## config.mk

```make
export PLATFORM = sky130hd
export DESIGN_NAME = mem_store_buffer_flat
export DESIGN_NICKNAME = d
export VERILOG_FILES = /design/src/rtl/mem_store_buffer_if.sv /design/src/rtl/mem_store_buffer.sv /design/src/flat_wrapper.sv
export SDC_FILE = /design/constraint.sdc
export NUM_CORES = 1
export LEC_CHECK = 0
export BUFFER_PORTS_ARGS = -buffer_cell sky130_fd_sc_hd__buf_4
export CAP_MARGIN = 20
export CORE_UTILIZATION = 50
export CTS_CLUSTER_DIAMETER = 100
export DETAILED_ROUTE_END_ITERATION = 10
export PLACE_DENSITY = 0.68
export REMOVE_ABC_BUFFERS = 1
export SLEW_MARGIN = 20
export SYNTH_ARGS = -nofsm -noshare
export SYNTH_HDL_FRONTEND = slang
export SYNTH_SLANG_ARGS = --single-unit
```

## constraint.sdc

```tcl
create_clock -name clk -period 12.3 [get_ports clk]
set_input_delay 2.46 -clock clk [delete_from_list [all_inputs] [get_ports clk]]
set_output_delay 2.46 -clock clk [all_outputs]
set_load 0.01 [all_outputs]
```

## src/rtl/mem_store_buffer_if.sv

```systemverilog
// Pipeline-side and DataMemory-side signals of the posted-store buffer.
// The buffer is the slave; the pipeline/memory environment is the master.
interface mem_store_buffer_if #(
  parameter int AW = 32,
  parameter int DW = 32
);
  logic          StValid;
  logic          StReady;
  logic [AW-1:0] StAddress;
  logic [DW-1:0] StData;
  logic          LdValid;
  logic [AW-1:0] LdAddress;
  logic          LdHit;
  logic          LdStall;
  logic [DW-1:0] LdData;
  logic          Flush;
  logic          FlushDone;
  logic [AW-1:0] MemAddress;
  logic [DW-1:0] MemWriteData;
  logic          MemRead;
  logic          MemWrite;

  modport master (
    output StValid, StAddress, StData, LdValid, LdAddress, Flush,
    input  StReady, LdHit, LdStall, LdData, FlushDone,
    input  MemAddress, MemWriteData, MemRead, MemWrite
  );

  modport slave (
    input  StValid, StAddress, StData, LdValid, LdAddress, Flush,
    output StReady, LdHit, LdStall, LdData, FlushDone,
    output MemAddress, MemWriteData, MemRead, MemWrite
  );
endinterface

```

## src/rtl/mem_store_buffer.sv

```systemverilog
// Posted-store FIFO between EX/MEM and DataMemory: loads forward from queued
// stores or go to memory; stores drain whenever a load does not need the port.
module mem_store_buffer #(
  parameter int DEPTH = 4,
  parameter int AW    = 32,
  parameter int DW    = 32
) (
  input  logic              clk,
  input  logic              rst_n,
  mem_store_buffer_if.slave bus
);
  localparam int PW = $clog2(DEPTH);
  localparam int CW = PW + 1;
  localparam logic [AW-1:0] NEG3 = ~AW'(2);

  logic [AW-1:0] ent_addr [DEPTH];
  logic [DW-1:0] ent_data [DEPTH];
  logic [PW-1:0] rd_ptr;
  logic [PW-1:0] wr_ptr;
  logic [CW-1:0] count;

  logic          push;
  logic          pop;
  logic          hit;
  logic          conflict;
  logic          ld_miss;
  logic [DW-1:0] fwd_data;
  logic [PW-1:0] idx;
  logic [AW-1:0] diff;

  // Scan oldest to youngest so the last exact match is the youngest one.
  always_comb begin
    hit      = 1'b0;
    conflict = 1'b0;
    fwd_data = '0;
    idx      = '0;
    diff     = '0;
    for (int i = 0; i < DEPTH; i++) begin
      idx  = rd_ptr + PW'(i);
      diff = ent_addr[idx] - bus.LdAddress;
      if (CW'(i) < count) begin
        if (diff == '0) begin
          hit      = 1'b1;
          fwd_data = ent_data[idx];
        end else if (diff <= AW'(3) || diff >= NEG3) begin
          conflict = 1'b1;
        end
      end
    end
  end

  assign ld_miss = bus.LdValid & ~hit & ~conflict;
  assign push    = bus.StValid & bus.StReady;
  // Outputs are gated by rst_n so they sit at their reset values while reset is held.
  assign pop     = rst_n & ~ld_miss & (count != '0);

  assign bus.StReady      = (count != CW'(DEPTH));
  assign bus.MemRead      = rst_n & ld_miss;
  assign bus.MemWrite     = pop;
  assign bus.MemAddress   = (rst_n & ld_miss) ? bus.LdAddress :
                            pop               ? ent_addr[rd_ptr] : '0;
  assign bus.MemWriteData = pop ? ent_data[rd_ptr] : '0;
  assign bus.LdHit        = rst_n & bus.LdValid & hit;
  assign bus.LdStall      = rst_n & bus.LdValid & ~hit & conflict;
  assign bus.LdData       = bus.LdHit ? fwd_data : '0;
  assign bus.FlushDone    = rst_n & bus.Flush & (count == '0);

  always_ff @(posedge clk or negedge rst_n) begin
    if (!rst_n) begin
      rd_ptr <= '0;
      wr_ptr <= '0;
      count  <= '0;
    end else begin
      if (push) wr_ptr <= wr_ptr + PW'(1);
      if (pop)  rd_ptr <= rd_ptr + PW'(1);
      case ({push, pop})
        2'b10:   count <= count + CW'(1);
        2'b01:   count <= count - CW'(1);
        default: count <= count;
      endcase
    end
  end

  always_ff @(posedge clk) begin
    if (push) begin
      ent_addr[wr_ptr] <= bus.StAddress;
      ent_data[wr_ptr] <= bus.StData;
    end
  end
endmodule

```

## src/flat_wrapper.sv

```systemverilog
// flat-port wrapper written by rule: the top's interface ports become plain ports
module mem_store_buffer_flat 
#(
  parameter int DEPTH = 4,
  parameter int AW    = 32,
  parameter int DW    = 32
)
  (clk, rst_n, bus_StValid, bus_StAddress, bus_StData, bus_LdValid, bus_LdAddress, bus_Flush, bus_StReady, bus_LdHit, bus_LdStall, bus_LdData, bus_FlushDone, bus_MemAddress, bus_MemWriteData, bus_MemRead, bus_MemWrite);
  mem_store_buffer_if #(.AW(AW), .DW(DW)) bus_i ();
  input  logic clk;
  input  logic rst_n;
  input wire logic [$bits(bus_i.StValid)-1:0] bus_StValid;
  input wire logic [$bits(bus_i.StAddress)-1:0] bus_StAddress;
  input wire logic [$bits(bus_i.StData)-1:0] bus_StData;
  input wire logic [$bits(bus_i.LdValid)-1:0] bus_LdValid;
  input wire logic [$bits(bus_i.LdAddress)-1:0] bus_LdAddress;
  input wire logic [$bits(bus_i.Flush)-1:0] bus_Flush;
  output wire logic [$bits(bus_i.StReady)-1:0] bus_StReady;
  output wire logic [$bits(bus_i.LdHit)-1:0] bus_LdHit;
  output wire logic [$bits(bus_i.LdStall)-1:0] bus_LdStall;
  output wire logic [$bits(bus_i.LdData)-1:0] bus_LdData;
  output wire logic [$bits(bus_i.FlushDone)-1:0] bus_FlushDone;
  output wire logic [$bits(bus_i.MemAddress)-1:0] bus_MemAddress;
  output wire logic [$bits(bus_i.MemWriteData)-1:0] bus_MemWriteData;
  output wire logic [$bits(bus_i.MemRead)-1:0] bus_MemRead;
  output wire logic [$bits(bus_i.MemWrite)-1:0] bus_MemWrite;
  assign bus_i.StValid = bus_StValid;
  assign bus_i.StAddress = bus_StAddress;
  assign bus_i.StData = bus_StData;
  assign bus_i.LdValid = bus_LdValid;
  assign bus_i.LdAddress = bus_LdAddress;
  assign bus_i.Flush = bus_Flush;
  assign bus_StReady = bus_i.StReady;
  assign bus_LdHit = bus_i.LdHit;
  assign bus_LdStall = bus_i.LdStall;
  assign bus_LdData = bus_i.LdData;
  assign bus_FlushDone = bus_i.FlushDone;
  assign bus_MemAddress = bus_i.MemAddress;
  assign bus_MemWriteData = bus_i.MemWriteData;
  assign bus_MemRead = bus_i.MemRead;
  assign bus_MemWrite = bus_i.MemWrite;
  mem_store_buffer #(.DEPTH(DEPTH), .AW(AW), .DW(DW)) u_core (.clk(clk), .rst_n(rst_n), .bus(bus_i));
endmodule
```

## Yosys cells after proc, flatten, opt, wreduce, memory -nomap -nowiden

Memories as Yosys holds them, arrays and structs flattened.
Cells that the tools add are included.

- Logic and storage cells: 91
- Bits in read-only memories: 0
- Latch bits: 0
- Register bits after elaboration: 7
- RAM bits: 256
- Output and inout bits: 102
- Memories kept: 2
- Input port bits: 101

- Add/subtract/negate cells: 10
- Muxes and demuxes: 35
- Order comparisons: 12
- Equality and inequality tests: 3
- Bitwise operators: 15
- Multipliers: 0
- Div/mod/pow operators: 0
- Shift-type cells: 0
- Reduce and logical (&&, ||, !) cells: 11

Memory list:

| memory | depth | bits a word | read ports | clocked after Yosys merged registers in | write ports | RTL line | text |
|---|---|---|---|---|---|---|---|
| u_core.ent_addr | 4 | 32 | 4 | 0 | 1 | mem_store_buffer.sv:16 | `logic [AW-1:0] ent_addr [DEPTH];` |
| u_core.ent_data | 4 | 32 | 4 | 0 | 1 | mem_store_buffer.sv:17 | `logic [DW-1:0] ent_data [DEPTH];` |

Operators by type and width:

| kind | number |
|---|---|
| two-way mux 32 bit | 12 |
| >= comparator 32 bit, second input constant | 4 |
| <= comparator 32 x 2 -> 1 bit, second input constant | 4 |
| zero test 32 bit | 4 |
| subtractor 32 bit | 4 |
| two-way mux 1 bit | 22 |
| bitwise AND 1 bit | 12 |
| less-than comparator 1 x 3 -> 1 bit, first input constant | 2 |
| less-than comparator 2 x 3 -> 1 bit, first input constant | 2 |
| case mux 3 bit (2 select lines) | 1 |
| adder 2 x 1 -> 2 bit, second input constant | 2 |
| adder 2 bit, second input constant | 2 |
| logical OR 1 bit | 4 |
| adder 3 x 1 -> 3 bit, second input constant | 1 |
| zero test 3 bit | 1 |
| != test 3 bit, second input constant | 1 |
| inverter 1 bit | 3 |
| nonzero test 3 bit | 1 |
| subtractor 3 x 1 -> 3 bit, second input constant | 1 |
| == test 2 x 1 -> 1 bit, second input constant | 1 |
| == test 2 bit, second input constant | 1 |
| nonzero test 2 bit | 1 |

## Depth between registers and ports, before layout

An unclocked memory read counts as a cell.

- Depth in word-level cells: 23
- Mapped depth: 29
- Depth with buffers taken out: 21

## Least setup slack after synthesis

Ideal clock, no wire load.

- Kind: register to output
- Start point: reg u_core.rd_ptr[1]
- End point: out bus_MemWriteData[10]
- Setup slack: 3359 ps
- Data required time: 9840 ps
- Data arrival time: 6481 ps
- Buffers on the path: 7
- Stages on the path, launching flop included: 26
- Cell sequence: dfrtp_1 > clkbuf_1 > clkbuf_1 > clkbuf_1 > clkbuf_1 > buf_1 > clkbuf_1 > mux2i_1 > mux2i_1 > inv_1 > ha_1 > inv_1 > fa_1 > a21oi_1 > o21ai_1 > a311oi_1 > a21oi_1 > xnor2_1 > nand2_1 > or4_1 > nor4_1 > a21oi_1 > and4_4 > a21oi_4 > buf_2 > a21boi_0

- Word-level cells in the longest chain between the ends: 22
- Elaborated cells on any way between the ends: 53
- Classes of those cells: add/sub: 7; order compare: 8; mux: 21; bitwise: 7; reduce/logical: 8; memory: 2

RTL lines:

| what | RTL line | text |
|---|---|---|
| from (decl) | mem_store_buffer.sv:18 | `logic [PW-1:0] rd_ptr;` |
| from (signal assigned) | mem_store_buffer.sv:75 | `if (pop) rd_ptr <= rd_ptr + PW'(1);` |
| memory read (4 x 32 bit) | -- |  |
| subtractor 32 bit | mem_store_buffer.sv:40 | `diff = ent_addr[idx] - bus.LdAddress;` |
| <= comparator 32 x 2 -> 1 bit or >= comparator 32 bit (tied branches) | mem_store_buffer.sv:45 | `end else if (diff <= AW'(3) \|\| diff >= NEG3) begin` |
| logical OR 1 bit | mem_store_buffer.sv:45 |  |
| two-way mux 1 bit | mem_store_buffer.sv:45 |  |
| two-way mux 1 bit | mem_store_buffer.sv:42 | `if (diff == '0) begin` |
| two-way mux 1 bit | mem_store_buffer.sv:41 | `if (CW'(i) < count) begin` |
| two-way mux 1 bit | mem_store_buffer.sv:45 |  |
| [5 not listed] | -- |  |
| two-way mux 1 bit | mem_store_buffer.sv:45 |  |
| two-way mux 1 bit | mem_store_buffer.sv:42 |  |
| two-way mux 1 bit | mem_store_buffer.sv:41 |  |
| inverter 1 bit | mem_store_buffer.sv:52 | `assign ld_miss = bus.LdValid & ~hit & ~conflict;` |
| bitwise AND 1 bit | mem_store_buffer.sv:52 |  |
| inverter 1 bit | mem_store_buffer.sv:55 | `assign pop = rst_n & ~ld_miss & (count != '0);` |
| bitwise AND 1 bit (2 in series) | mem_store_buffer.sv:55 |  |
| two-way mux 32 bit (*) | mem_store_buffer.sv:62 | `assign bus.MemWriteData = pop ? ent_data[rd_ptr] : '0;` |
| to (decl) | flat_wrapper.sv:24 | `output wire logic [$bits(bus_i.MemWriteData)-1:0] bus_MemWriteData;` |

Every way passes the cells marked *; elsewhere a longest branch is shown, timed or not.

## Worst setup path in the final report

- Start point: reg u_core.rd_ptr[1]
- End point: out bus_MemAddress[29]

- Word-level cells in the longest chain between the ends: 23
- Elaborated cells on any way between the ends: 54
- Classes of those cells: add/sub: 7; order compare: 8; mux: 22; bitwise: 8; reduce/logical: 8; memory: 1

RTL lines:

| what | RTL line | text |
|---|---|---|
| memory read (4 x 32 bit) (*) | -- |  |
| subtractor 32 bit | mem_store_buffer.sv:40 |  |
| <= comparator 32 x 2 -> 1 bit or >= comparator 32 bit (tied branches) | mem_store_buffer.sv:45 |  |
| logical OR 1 bit | mem_store_buffer.sv:45 |  |
| two-way mux 1 bit | mem_store_buffer.sv:45 |  |
| two-way mux 1 bit | mem_store_buffer.sv:42 |  |
| two-way mux 1 bit | mem_store_buffer.sv:41 |  |
| two-way mux 1 bit | mem_store_buffer.sv:45 |  |
| [6 not listed] | -- |  |
| two-way mux 1 bit | mem_store_buffer.sv:42 |  |
| two-way mux 1 bit | mem_store_buffer.sv:41 |  |
| inverter 1 bit | mem_store_buffer.sv:52 |  |
| bitwise AND 1 bit | mem_store_buffer.sv:52 |  |
| inverter 1 bit | mem_store_buffer.sv:55 |  |
| bitwise AND 1 bit (2 in series) | mem_store_buffer.sv:55 |  |
| two-way mux 32 bit | mem_store_buffer.sv:61 | `pop ? ent_addr[rd_ptr] : '0;` |
| two-way mux 32 bit (*) | mem_store_buffer.sv:60 | `assign bus.MemAddress = (rst_n & ld_miss) ? bus.LdAddress :` |
| to (decl) | flat_wrapper.sv:23 | `output wire logic [$bits(bus_i.MemAddress)-1:0] bus_MemAddress;` |

Marks and branches as above.

==> results.md <==
- # H-tree levels: 1
- Period Utilization, post-route: 0.8908
- First-pass GRT wire length: 136400 um
- Critical path capture point type: output port
- Element type at the critical path start: flip-flop
- Area fraction in compound gates after synthesis: 0.2128
- Clk root buf: clkbuf_16
- CP required: 9840 ps
- Vias per inst: 6.858
- Worst Tran Pin Value: 1018 ps
- Max clock buf depth: 3
- RSZ-0062 raised after global routing: no
- Placed cell count: 3515
- Worst setup startpoint: u_core.rd_ptr[1]
- Syn_area_per_cell: 9.343 um^2
- Layout cell share with drive strength beyond 1: 0.1916
- Buf/Inv on CP: 4
- Area delta synth->final: 11.09%
- Hold Path Class: flip-flop to flip-flop
- Most common flop cell mapped by yosys: edfxtp_1
- Initial antenna violation count: 1
- DRC: 0
- GP Congestion: 1.004
- Syn. warnings: 0
- Critical Path, Cell by Cell: buf_12, mux2_2, o21ai_0, inv_1, ha_1, nor2b_1, o2111ai_1, a2111oi_2, nor4_1, or4_1, o2111ai_1, nor4bb_1, and4_1, a2111oi_0, and4_1, and3b_1, buf_4, a22o_1, buf_4
- Reg-to-reg startpoint: u_core.rd_ptr[1]
- CP peak stage delay: 950 ps
- Total vias in the final route: 24500
- F_max: 91.27 MHz
- Post-synthesis adder-cell area fraction: 0.06763
- Stages on the worst setup path: 19
- All-Layer GR Usage: 0.3338
- Die Ht: 229.9 um
- I/O Buffers: 202
- Post-route core utilization: 0.5624
- CTS sink cnt: 263
- EDFF count, synth: 256
- Die X-Extent: 229.9 um
- Clock tree from TritonCTS: done
- Status: finished clean
- Row cnt: 83
- Worst-path clk slew: 70 ps
- VDD IR max: 0.1550 mV
- Reg2reg setup slack: 4360 ps
- Crit path DAT: 8500 ps
- Leakage: 10.63 nW
- Setup bufs post-CTS: 0
- Post-CTS Hold Buffers: 0
- Number of synthesized register bits: 263
- Vias in the first global route: 23430
- Non-Filler Instances: 3573
- Tot Pwr: 8.739 mW
- Setup CP Type: flip-flop to output port
- CP top delay family: compound AO/OA/AOI/OAI gates
- Routed WL: 90750 um
- Post-synthesis sequential area ratio: 0.3027
- Gates resized, CTS repair: 0
- First DRT Iteration DRCs: 2400
- Starting density of the core: 0.5063
- Distinct cells, synth: 91
- Min Tclk post-route: 10960 ps
- GR Overflow Total: 0
- DP HPWL: 69080 um
- PwrDens: 302.9 mW/mm^2
- Avg WL per Cell: 25.40 um
- Final ANT Viol Nets: 0
- 1st-pass router iterations: 8
- Slowest-stage cell, CP: dfrtp_4
- Clock latency on the worst-skew pair: 610 ps
- Fin nets: 3107
- FFs w/ async S/R, synth: 0.02662
- Crit Path Max Fanout: 55
- Hold Vio Cnt, Final: 0
- I/O pins: 203
- Core Area: 0.05130 mm^2
- Multiplexer area fraction after synthesis: 0.1667
- Number of max-cap violations: 0
- Total die area: 0.05286 mm^2
- Post-synthesis xor/xnor area fraction: 0.02394
- Final Skew: 30.91 ps
- Worst reg-to-reg path cell count: 22
- FF-to-FF End: u_core.count[2]
- Largest family of logic cells by synthesized area: compound AO/OA/AOI/OAI gates
- Rel. slew slack: 0.3150
- Largest net degree at the start of global routing: 76
- Post-Synthesis Cells: 2780
- Post-Syn Area: 0.02597 mm^2
- Simple-gate share of the synthesized area: 0.1865
- Hold Crit Start: u_core.count[1]
- Setup Viol. Count Final: 0
- Num CTS Buffers: 31
- Pins Over Slew Limit: 0
- CP Capture Point: bus_MemAddress[29]
==> cell type report <==
cell class | count | area (um^2)
well taps | 680 | 850.8
repair buffers | 229 | 1744
inverters | 78 | 292.8
clock buffers | 40 | 809.5
flip-flops and latches | 263 | 7870
fillers | 4540 | 22450
multi-input cells | 2265 | 17120
diodes | 1 | 2.502
clock inverters | 17 | 163.9
==> synth_stat cells (30+ instances only) <==
| library cell | count | area [um^2] |
|---|---|---|
| nand2_1 | 372 | 1396 |
| edfxtp_1 | 256 | 7687 |
| a21oi_1 | 193 | 965.9 |
| o21ai_0 | 137 | 685.7 |
| ha_1 | 134 | 1677 |
| clkbuf_1 | 125 | 469.2 |
| nor2_1 | 123 | 461.7 |
| mux4_2 | 120 | 2703 |
| mux2i_1 | 85 | 850.8 |
| nand3_1 | 79 | 395.4 |
| inv_1 | 78 | 292.8 |
| mux2_2 | 69 | 777.0 |
| a211oi_1 | 59 | 442.9 |
| nor3_1 | 55 | 275.3 |
| nand4_1 | 52 | 325.3 |
| a31oi_1 | 50 | 312.8 |
| o2111ai_1 | 46 | 402.9 |
| a21o_1 | 45 | 337.8 |
| or2_2 | 45 | 281.5 |
| xnor2_1 | 41 | 359.1 |
| o211ai_1 | 40 | 300.3 |
| nor4_1 | 39 | 244.0 |
| a22o_1 | 34 | 297.8 |
| a21boi_0 | 30 | 225.2 |
| o21a_1 | 30 | 225.2 |
| xor2_1 | 30 | 262.8 |
==> cells by family (layout without fill, tap and decap cells) <==
family	count (synthesis)	count (layout)
compound gates	813	813
mux	274	274
fa+ha+maj	138	138
flops	263	263
simple gates	969	969
buf+inv	252	364
other cells	0	1
xor+xnor	71	71
==> worst min-delay path by stage <==
| stage | slack (ps) | cells past startpoint | to |
|---|---|---|---|
| after global routing | 660 | 2 | u_core.wr_ptr[0] |
| after floorplan | 530 | 2 | u_core.count[1] |
| after global placement | 580 | 2 | u_core.count[1] |
| after detailed placement | 600 | 2 | u_core.count[1] |
| final | 620 | 2 | u_core.count[1] |
| after CTS | 620 | 2 | u_core.count[1] |
==> metrics by stage <==
step                setup TNS, ps  area, um^2  hold slack [ps]  setup WS (ps)
detailed placement              0       27880            603.6           1559
CTS                             0       28850            616.8           1523
global route                    0       28850            658.0           1198
floorplan                 -712460       25240            526.0          -7120
global placement                0       27880            578.4           1744
finish                          0       28850            620.6           1343
==> worst reg2reg max path: cells and delay by family, from the launching register on <==
kind / cells / cell delay (ps)
flops: 1 / 950
mux: 2 / 600
xor+xnor: 1 / 140
compound gates: 6 / 2520
simple gates: 7 / 2090
buf+inv: 4 / 980
fa+ha+maj: 2 / 510
==> layer usage <==
| layer | GRT usage | share of wire | vias to the layer above | wire (um) |
|---|---|---|---|---|
| met5 | 0 | 0.00021 | - | 19 |
| met4 | 0.1308 | 0.040 | 2 | 3630 |
| met3 | 0.04737 | 0.078 | 230 | 7102 |
| met2 | 0.5589 | 0.48 | 1232 | 43370 |
| met1 | 0.4352 | 0.40 | 11980 | 36620 |
| li1 | - | - | 11060 | - |
==> state kept, by name, summed over array words and instances, names as in the netlist <==
register,count
u_core.ent_data,128
u_core.ent_addr,128
u_core.count,3
u_core.rd_ptr,2
u_core.wr_ptr,2
==> cell usage in the layout (no fill, tap or decap), types with 26 or more instances in the layout <==
cell type,n
a211oi_1,59
a21boi_0,30
a21o_1,45
a21oi_1,192
a22o_1,34
a31oi_1,50
and2_1,26
buf_4,227
clkbuf_16,31
edfxtp_1,256
ha_1,134
inv_1,77
mux2_2,69
mux2i_1,85
mux4_2,120
nand2_1,372
nand2b_1,27
nand3_1,79
nand4_1,52
nor2_1,123
nor3_1,54
nor4_1,39
o2111ai_1,46
o211ai_1,40
o21a_1,30
o21ai_0,137
or2_2,45
xnor2_1,41
xor2_1,30
==> power breakdown <==
group | internal (mW) | switching, mW
Sequential | 1.19 | 0.185
Combinational | 2.41 | 4.06
Clock | 0.509 | 0.382
No activity file was read; power rests on OpenSTA's default activity.
